<file path="src/rtl/tristate_bus_pkg.sv">
// rtl/tristate_bus_pkg.sv - shared types, defaults and width helper for the tristate bus arbiter
package tristate_bus_pkg;

  typedef enum logic [1:0] {
    ST_IDLE  = 2'd0,
    ST_DRIVE = 2'd1,
    ST_TURN  = 2'd2
  } state_e;

  localparam int DEF_N_REQ    = 4;
  localparam int DEF_MAX_HOLD = 16;
  localparam int DEF_TURN_CYC = 1;

  // Width needed to count/index 0..n-1, never below one bit
  function automatic int idx_width(input int n);
    if (n <= 2) begin
      return 1;
    end
    return $clog2(n);
  endfunction

endpackage

</file>
<file path="src/rtl/rr_picker.sv">
// rtl/rr_picker.sv - combinational round-robin winner search starting at ptr
module rr_picker
  import tristate_bus_pkg::*;
#(
  parameter int N_REQ = DEF_N_REQ,
  parameter int IW    = idx_width(DEF_N_REQ)
) (
  input  logic [N_REQ-1:0] req,
  input  logic [IW-1:0]    ptr,
  output logic             valid,
  output logic [IW-1:0]    idx
);

  logic [IW-1:0] cand;

  // Walk offsets from farthest to nearest so the nearest request to ptr is left as the winner
  always_comb begin
    valid = 1'b0;
    idx   = '0;
    cand  = '0;
    for (int i = N_REQ - 1; i >= 0; i--) begin
      cand = IW'((int'(ptr) + i) % N_REQ);
      if (req[cand]) begin
        valid = 1'b1;
        idx   = cand;
      end
    end
  end

endmodule

</file>
<file path="src/rtl/tristate_bus_arbiter.sv">
// rtl/tristate_bus_arbiter.sv - round-robin tristate bus owner with turnaround gap and hold limit
module tristate_bus_arbiter
  import tristate_bus_pkg::*;
#(
  parameter int N_REQ    = DEF_N_REQ,
  parameter int MAX_HOLD = DEF_MAX_HOLD,
  parameter int TURN_CYC = DEF_TURN_CYC
) (
  input  logic                     clk,
  input  logic                     rst,
  input  logic [N_REQ-1:0]         req,
  input  logic [N_REQ-1:0]         done,
  output logic [N_REQ-1:0]         grant,
  output logic [N_REQ-1:0]         oe,
  output logic [$clog2(N_REQ)-1:0] owner,
  output logic                     bus_idle,
  output logic                     hold_timeout
);

  localparam int IW = $clog2(N_REQ);
  localparam int HW = idx_width(MAX_HOLD);
  localparam int TW = idx_width(TURN_CYC);
  localparam logic [HW-1:0] HOLD_LAST = HW'(MAX_HOLD - 1);
  localparam logic [TW-1:0] TURN_LAST = TW'(TURN_CYC - 1);

  state_e          state_q, state_d;
  logic [N_REQ-1:0] grant_q, grant_d;
  logic [IW-1:0]   owner_q, owner_d;
  logic [IW-1:0]   ptr_q, ptr_d;
  logic [HW-1:0]   hold_cnt_q, hold_cnt_d;
  logic [TW-1:0]   turn_cnt_q, turn_cnt_d;
  logic            hold_timeout_q, hold_timeout_d;

  logic            pick_valid;
  logic [IW-1:0]   pick_idx;
  logic            owner_done;
  logic            owner_drop;
  logic            hold_hit;

  rr_picker #(
    .N_REQ (N_REQ),
    .IW    (IW)
  ) u_rr_picker (
    .req   (req),
    .ptr   (ptr_q),
    .valid (pick_valid),
    .idx   (pick_idx)
  );

  assign owner_done = done[owner_q];
  assign owner_drop = ~req[owner_q];
  assign hold_hit   = (hold_cnt_q == HOLD_LAST);

  // Next-state logic: arbitrate in IDLE, count hold in DRIVE, enforce dead time in TURN
  always_comb begin
    state_d        = state_q;
    grant_d        = grant_q;
    owner_d        = owner_q;
    ptr_d          = ptr_q;
    hold_cnt_d     = hold_cnt_q;
    turn_cnt_d     = turn_cnt_q;
    hold_timeout_d = 1'b0;
    case (state_q)
      ST_IDLE: begin
        grant_d = '0;
        if (pick_valid) begin
          state_d           = ST_DRIVE;
          grant_d[pick_idx] = 1'b1;
          owner_d           = pick_idx;
          ptr_d             = (pick_idx == IW'(N_REQ - 1)) ? '0 : pick_idx + 1'b1;
          hold_cnt_d        = '0;
        end
      end
      ST_DRIVE: begin
        if (owner_done || owner_drop || hold_hit) begin
          // Release always goes through TURN; a voluntary release masks the timeout pulse
          state_d        = ST_TURN;
          grant_d        = '0;
          turn_cnt_d     = '0;
          hold_timeout_d = hold_hit & ~owner_done & ~owner_drop;
        end else begin
          hold_cnt_d = hold_cnt_q + 1'b1;
        end
      end
      ST_TURN: begin
        grant_d = '0;
        if (turn_cnt_q == TURN_LAST) begin
          state_d = ST_IDLE;
        end else begin
          turn_cnt_d = turn_cnt_q + 1'b1;
        end
      end
      default: begin
        state_d = ST_IDLE;
        grant_d = '0;
      end
    endcase
  end

  // State and output registers; reset releases the bus on the very next edge
  always_ff @(posedge clk) begin
    if (rst) begin
      state_q        <= ST_IDLE;
      grant_q        <= '0;
      owner_q        <= '0;
      ptr_q          <= '0;
      hold_cnt_q     <= '0;
      turn_cnt_q     <= '0;
      hold_timeout_q <= 1'b0;
    end else begin
      state_q        <= state_d;
      grant_q        <= grant_d;
      owner_q        <= owner_d;
      ptr_q          <= ptr_d;
      hold_cnt_q     <= hold_cnt_d;
      turn_cnt_q     <= turn_cnt_d;
      hold_timeout_q <= hold_timeout_d;
    end
  end

  assign grant        = grant_q;
  assign oe           = grant_q;
  assign owner        = owner_q;
  assign bus_idle     = ~|grant_q;
  assign hold_timeout = hold_timeout_q;

endmodule

</file>
<file path="config.mk">
export PLATFORM = sky130hd
export DESIGN_NAME = tristate_bus_arbiter
export DESIGN_NICKNAME = d
export VERILOG_FILES = /design/src/rtl/tristate_bus_pkg.sv /design/src/rtl/rr_picker.sv /design/src/rtl/tristate_bus_arbiter.sv
export SDC_FILE = /design/constraint.sdc
export NUM_CORES = 1
export LEC_CHECK = 0
export ABC_AREA = 0
export CAP_MARGIN = 10
export CORE_MARGIN = 3
export CORE_UTILIZATION = 42
export CTS_BUF_LIST = sky130_fd_sc_hd__clkbuf_16
export CTS_CLUSTER_DIAMETER = 60
export DETAILED_ROUTE_END_ITERATION = 16
export GPL_ROUTABILITY_DRIVEN = 0
export PLACE_DENSITY = 0.74
export SLEW_MARGIN = 20
export SYNTH_ARGS = -nofsm -noshare
export SYNTH_HDL_FRONTEND = slang
export SYNTH_SLANG_ARGS = --single-unit
</file>
<file path="constraint.sdc">
create_clock -name clk -period 1.68 [get_ports clk]
set_input_delay 0.252 -clock clk [delete_from_list [all_inputs] [get_ports clk]]
set_output_delay 0.252 -clock clk [all_outputs]
set_load 0.01 [all_outputs]
</file>
==> results of run 1 <==
cell usage after synthesis, types with 2 or more instances:
library cell  count  area share (%)
ha_1              5             7.7
nor2b_1           2             1.5
nand2b_1          4             3.1
and2_1            2             1.5
a21oi_1           6             3.7
dfxtp_1          15              37
o41ai_1           2             2.2
a22o_1            5             5.4
inv_1             5             2.3
nor2_1            6             2.8
nand2_1           8             3.7
nor3_1            2             1.2
clkbuf_1          2            0.93
buf_4             4             3.7
nand3_1           2             1.2
o2111ai_1         2             2.2
layer usage:
layer  global-route usage [%]  wire, um  vias up
li1                         -         -      393
met1                     21.6       861      374
met2                     31.7      1050       38
met3                     4.23       114        8
met4                     9.68        65        0
met5                        0         0        -
report_power, final:
| group | internal [W] | switching [W] | total (W) |
|---|---|---|---|
| Sequential | 0.000395 | 0.0000375 | 0.000433 |
| Combinational | 0.000197 | 0.000175 | 0.000372 |
| Clock | 0.000315 | 0.000140 | 0.000455 |
stage by stage:
stage          TNS (ps)  hold slack (ps)
2_1_floorplan         0              465
3_3_place_gp      -3190              479
3_5_place_dp      -3800              489
4_1_cts               0              500
5_1_grt           -43.9              552
6_report              0              495
sequential cells by signal, indices dropped and copies added, names as in the netlist:
name          count
grant             4
hold_cnt_q        4
owner             2
ptr_q             2
state_q           2
hold_timeout      1
layout make-up:
type                    count  area [um2]
multi-input cells          64         480
fillers                   135         547
repair buffers             37         323
flip-flops and latches     15         304
clock buffers               3        75.1
clock inverters             1        3.75
inverters                   5        18.8
well taps                  25        31.3
kinds of logic (layout without fill, tap and decap cells):
family / Yosys count / count (layout) / synth area share (%)
compound gates: 22 / 22 / 19.6
mux: 2 / 2 / 4.01
fa+ha+maj: 5 / 5 / 7.72
flops: 15 / 15 / 37.0
buf+inv: 12 / 46 / 8.33
simple gates: 35 / 35 / 23.3
timing repair:
action                                  CTS  global route
resized for setup                        15             3
endpoints found under the setup margin   11             3
buffers inserted                          2             1
pin swaps                                 4             1
worst register-to-register path, stage by stage (launching register included):
cell and delay [ps]:
dfxtp_4 390, mux2i_2 220, nor2_1 70, nor3_2 280, buf_4 170, ha_1 220, nand2_1 70, a21oi_1 90
worst paths after layout:
| path | from | to | slack [ps] | depth (start not counted) |
|---|---|---|---|---|
| hold reg to reg | owner[1] | owner[1] | 500 | 2 |
| hold / removal | owner[1] | owner[1] | 500 | 2 |
| setup / recovery | ptr_q[1] | ptr_q[1] | 50 | 7 |
| setup reg to reg | ptr_q[1] | ptr_q[1] | 50 | 7 |
==> flow_summary.json, run 1 <==
{
  "outcome": "finished, final reports clean",
  "drc": 0,
  "dpl_cell_area_mm2": 0.00111,
  "final_common_cell": "buf_4",
  "syn_avg_cell_area_um2": 8.91,
  "slew_headroom_pct": 75.5,
  "final_layout_size_suffix_gt1_share_pct": 23.2,
  "antenna-diode-count": 0,
  "crit_path_end_kind": "register",
  "core.rowCount": 15,
  "maxSlewViolCount": 0,
  "ys_warn_count": 0,
  "cp.required_ps": 1800,
  "routedWlPerCell_um": 13.9,
  "clock_latency_ps": 240,
  "drt-initial-drc-count": 21,
  "ys_seq_area_share_pct": 37.0,
  "grt_pass1_vias": 791,
  "io_buffer_count": 21,
  "grt_max_degree": 9,
  "synth_edf_count": 0,
  "cp_top_family": "simple AND/OR/NAND/NOR gates",
  "slowest_stage": "dfxtp_4",
  "setup_slack_ps": 52.3,
  "crit_path_start_kind": "register",
  "hold_viol": 0,
  "finalCritPeriodShare_pct": 96.9,
  "grt_pass1_wl_um": 3490,
  "leakagePower_nw": 0.534,
  "netlist_area_um2": 811,
  "vias": 813,
  "cts_tree": "built",
  "p_per_area_mw_per_mm2": 1020,
  "ios": 22,
  "ys_ff_latch": 15,
  "gr-usage-all-layers_pct": 18.7,
  "slowest_delay_ps": 390,
  "grt_overflow": 0,
  "chipWidth_um": 49.9,
  "postRouteAntennaNets": 0,
  "clkSlewWorstSetupHoldPaths_ps": 50,
  "tightestPinTransition_ps": 366,
  "die_h_um": 49.9,
  "core_region_area_mm2": 0.00178,
  "worstPathArrival_ps": 1750,
  "cts_buffer_depth": 2,
  "mostFrequentLayoutCells": "15 x buf_4, 14 x dfxtp_1, 12 x clkdlybuf4s50_1",
  "instances_no_fill": 150,
  "dominantRegCellSynth": "dfxtp_1",
  "max_freq_mhz": 614,
  "path_cells": "mux2i_2 > nor2_1 > nor3_2 > buf_4 > ha_1 > nand2_1 > a21oi_1",
  "critPathKind": "reg2reg",
  "dpl_worst_slack_ps": -378,
  "first_pass_iters": 4,
  "start_util_pct": 45.5,
  "wl_um": 2090,
  "antenna_found_initial": 0,
  "setup_viol": 0,
  "design_area_mm2": 0.00124,
  "critPathMaxFanout": 7,
  "dp.cells": 143,
  "synthCells": 91,
  "clockRootBuffer": "clkbuf_16",
  "synthesis.nets": 106,
  "htree_levels": 1,
  "power_w": 0.00126,
  "ir_drop_mv": 0.641,
  "hpwl_um": 1420,
  "viasPerCell": 5.42,
  "area_delta_synth_final_pct": 52.5,
  "crit_buf_inv": 1,
  "worstHoldPathType": "reg2reg",
  "clock_skew_ps": 4.09,
  "period_minus_slack_ps": 1630,
  "clock_sinks": 15,
  "dieArea_mm2": 0.00249,
  "numCtsBuffers": 3,
  "hold_buffers": 0,
  "utilization_pct": 69.3,
  "drv_cap": 0,
  "ys_types": 35,
  "final_nets": 141,
  "async_reset_ff_share_pct": 0
}
No activity file was read; power rests on OpenSTA's default activity.
==> inputs of run 2 (changes only) <==
Settings changed: CELL_PAD_IN_SITES_DETAIL_PLACEMENT from default to 0, CELL_PAD_IN_SITES_GLOBAL_PLACEMENT from default to 2, CORE_UTILIZATION 42 to 24, PLACE_DENSITY 0.74 to 0.72, SETUP_SLACK_MARGIN from default to 0.2.
==> run 2 against run 1 <==
Clock skew down 3.2 ps; global-route usage down 7.4 points; maximum frequency up 7.3%; die area up 65%; sequential power down 1%; sequential share of layout area down 3.1 points; clock power about the same; combinational power up 26%; utilization down 24 points; hold slack better by 11 ps; cell count up 17%; critical path type unchanged; highest routed layer unchanged.
==> flow_summary.json, run 2 (synthesized netlist as in run 1, its figures left out) <==
{
  "switchingPower_w": 0.000391,
  "final_layout_size_suffix_gt1_share_pct": 42.7,
  "dpl_cell_area_mm2": 0.00115,
  "core.rowCount": 20,
  "path_cells": "mux4_2 > or4b_1 > nand2_1",
  "mostFrequentLayoutCells": "19 x buf_4, 13 x dfxtp_1, 10 x clkdlybuf4s50_1",
  "p_int_w": 0.000960,
  "grt_pass1_wl_um": 3600,
  "slowest_delay_ps": 580,
  "instances_no_fill": 175,
  "worstPathArrival_ps": 1710,
  "crit_path_end_kind": "register",
  "vias": 797,
  "clkSlewWorstSetupHoldPaths_ps": 50,
  "fin_tns_setup_ps": 0,
  "crit_buf_inv": 0,
  "drc": 0,
  "seqPwrFrac_pct": 31.7,
  "clockRootBuffer": "clkbuf_16",
  "tightestPinTransition_ps": 313,
  "cts_tree": "built",
  "highest_layer": "met4",
  "first_pass_iters": 3,
  "gr-usage-all-layers_pct": 11.3,
  "postRouteAntennaNets": 0,
  "clockPowerShare_pct": 33.6,
  "ios": 22,
  "hpwl_um": 1600,
  "hold_buffers": 0,
  "period_minus_slack_ps": 1520,
  "drv_cap": 0,
  "cts_buffer_depth": 2,
  "area_delta_synth_final_pct": 75.2,
  "critPathKind": "reg2reg",
  "hold_viol": 0,
  "wl_met2_um": 1160,
  "core_region_area_mm2": 0.00313,
  "switching_share_pct": 29.0,
  "met3_length_um": 54,
  "dieArea_mm2": 0.00411,
  "drt-initial-drc-count": 8,
  "final_nets": 147,
  "viasPerCell": 4.55,
  "multi_input_area_um2": 583,
  "grt_overflow": 0,
  "cp.required_ps": 1870,
  "crit_path_start_kind": "register",
  "io_buffer_count": 21,
  "max_freq_mhz": 659,
  "wl_met1_um": 924,
  "grt_max_degree": 9,
  "design_area_mm2": 0.00142,
  "die_h_um": 64.1,
  "htree_levels": 1,
  "clock_sinks": 15,
  "finalCritPeriodShare_pct": 90.3,
  "holdWs_ps": 506,
  "start_util_pct": 25.9,
  "fillers": 314,
  "utilization_pct": 45.4,
  "maxSlewViolCount": 0,
  "leakagePower_nw": 0.599,
  "rsz0062_at_grt": "true",
  "outcome": "finished, final reports clean",
  "antenna-diode-count": 0,
  "ir_drop_mv": 0.590,
  "setup_viol": 0,
  "slowest_stage": "mux4_2",
  "antenna_found_initial": 0,
  "p_comb_share_pct": 34.7,
  "dp.cells": 165,
  "numCtsBuffers": 3,
  "clock_skew_ps": 0.914,
  "chipWidth_um": 64.1,
  "final_common_cell": "buf_4",
  "seq_area_um2": 305,
  "worstHoldPathType": "reg2reg",
  "routedWlPerCell_um": 12.5,
  "wl_um": 2180,
  "cp_top_family": "multiplexers",
  "grt_pass1_vias": 805,
  "p_per_area_mw_per_mm2": 951,
  "clock_latency_ps": 240,
  "critPathMaxFanout": 6,
  "slew_headroom_pct": 79.1
}
## run 2: path summary, 6_finish.rpt
path            startpoint            end  slack, ps  cells after the start
max reg2reg       owner[1]  hold_cnt_q[2]        160                      3
min          hold_cnt_q[3]  hold_cnt_q[3]        510                      2
max               owner[1]  hold_cnt_q[2]        160                      3
min reg2reg  hold_cnt_q[3]  hold_cnt_q[3]        510                      2
## run 2: metrics by stage
stage	total power, W	setup WS [ps]
floorplan	0.000620	100
global placement	0.000786	-308
detailed placement	0.000789	-334
CTS	0.00132	127
global route	0.00143	131
finish	0.00135	162
## run 2: layout make-up
class | instances | area share (%)
Sequential cell | 15 | 21.5
Timing Repair Buffer | 43 | 26.7
Tap cell | 44 | 3.88
Clock buffer | 3 | 5.29
Inverter | 5 | 1.32
Clock inverter | 1 | 0.264
Multi-Input combinational cell | 64 | 41.1
## run 2: worst min-delay path: stages, from the launching register on
cell and delay (ps):
dfxtp_1 330, o21ai_0 80, a21boi_1 60
## run 2: power groups by stage
stage	Clock, W	Sequential [W]	Combinational [W]
CTS	0.000462	0.000428	0.000426
global placement	0	0.000436	0.000350
finish	0.000453	0.000428	0.000469
detailed placement	0	0.000436	0.000353
global route	0.000481	0.000434	0.000512
floorplan	0	0.000428	0.000192
## run 2: what timing repair did
| item | in CTS | in global routing |
|---|---|---|
| gates resized for setup | 29 | 20 |
| buffers inserted | 6 | 0 |
| endpoints found under the setup margin | 16 | 17 |
| pin swaps | 10 | 10 |
## run 2: routing by layer
metal / up-vias / GRT usage [%]
met3: 4 / 3.16
met4: 0 / 5.54
li1: 403 / -
met5: - / 0
met2: 10 / 19.5
met1: 380 / 12.6
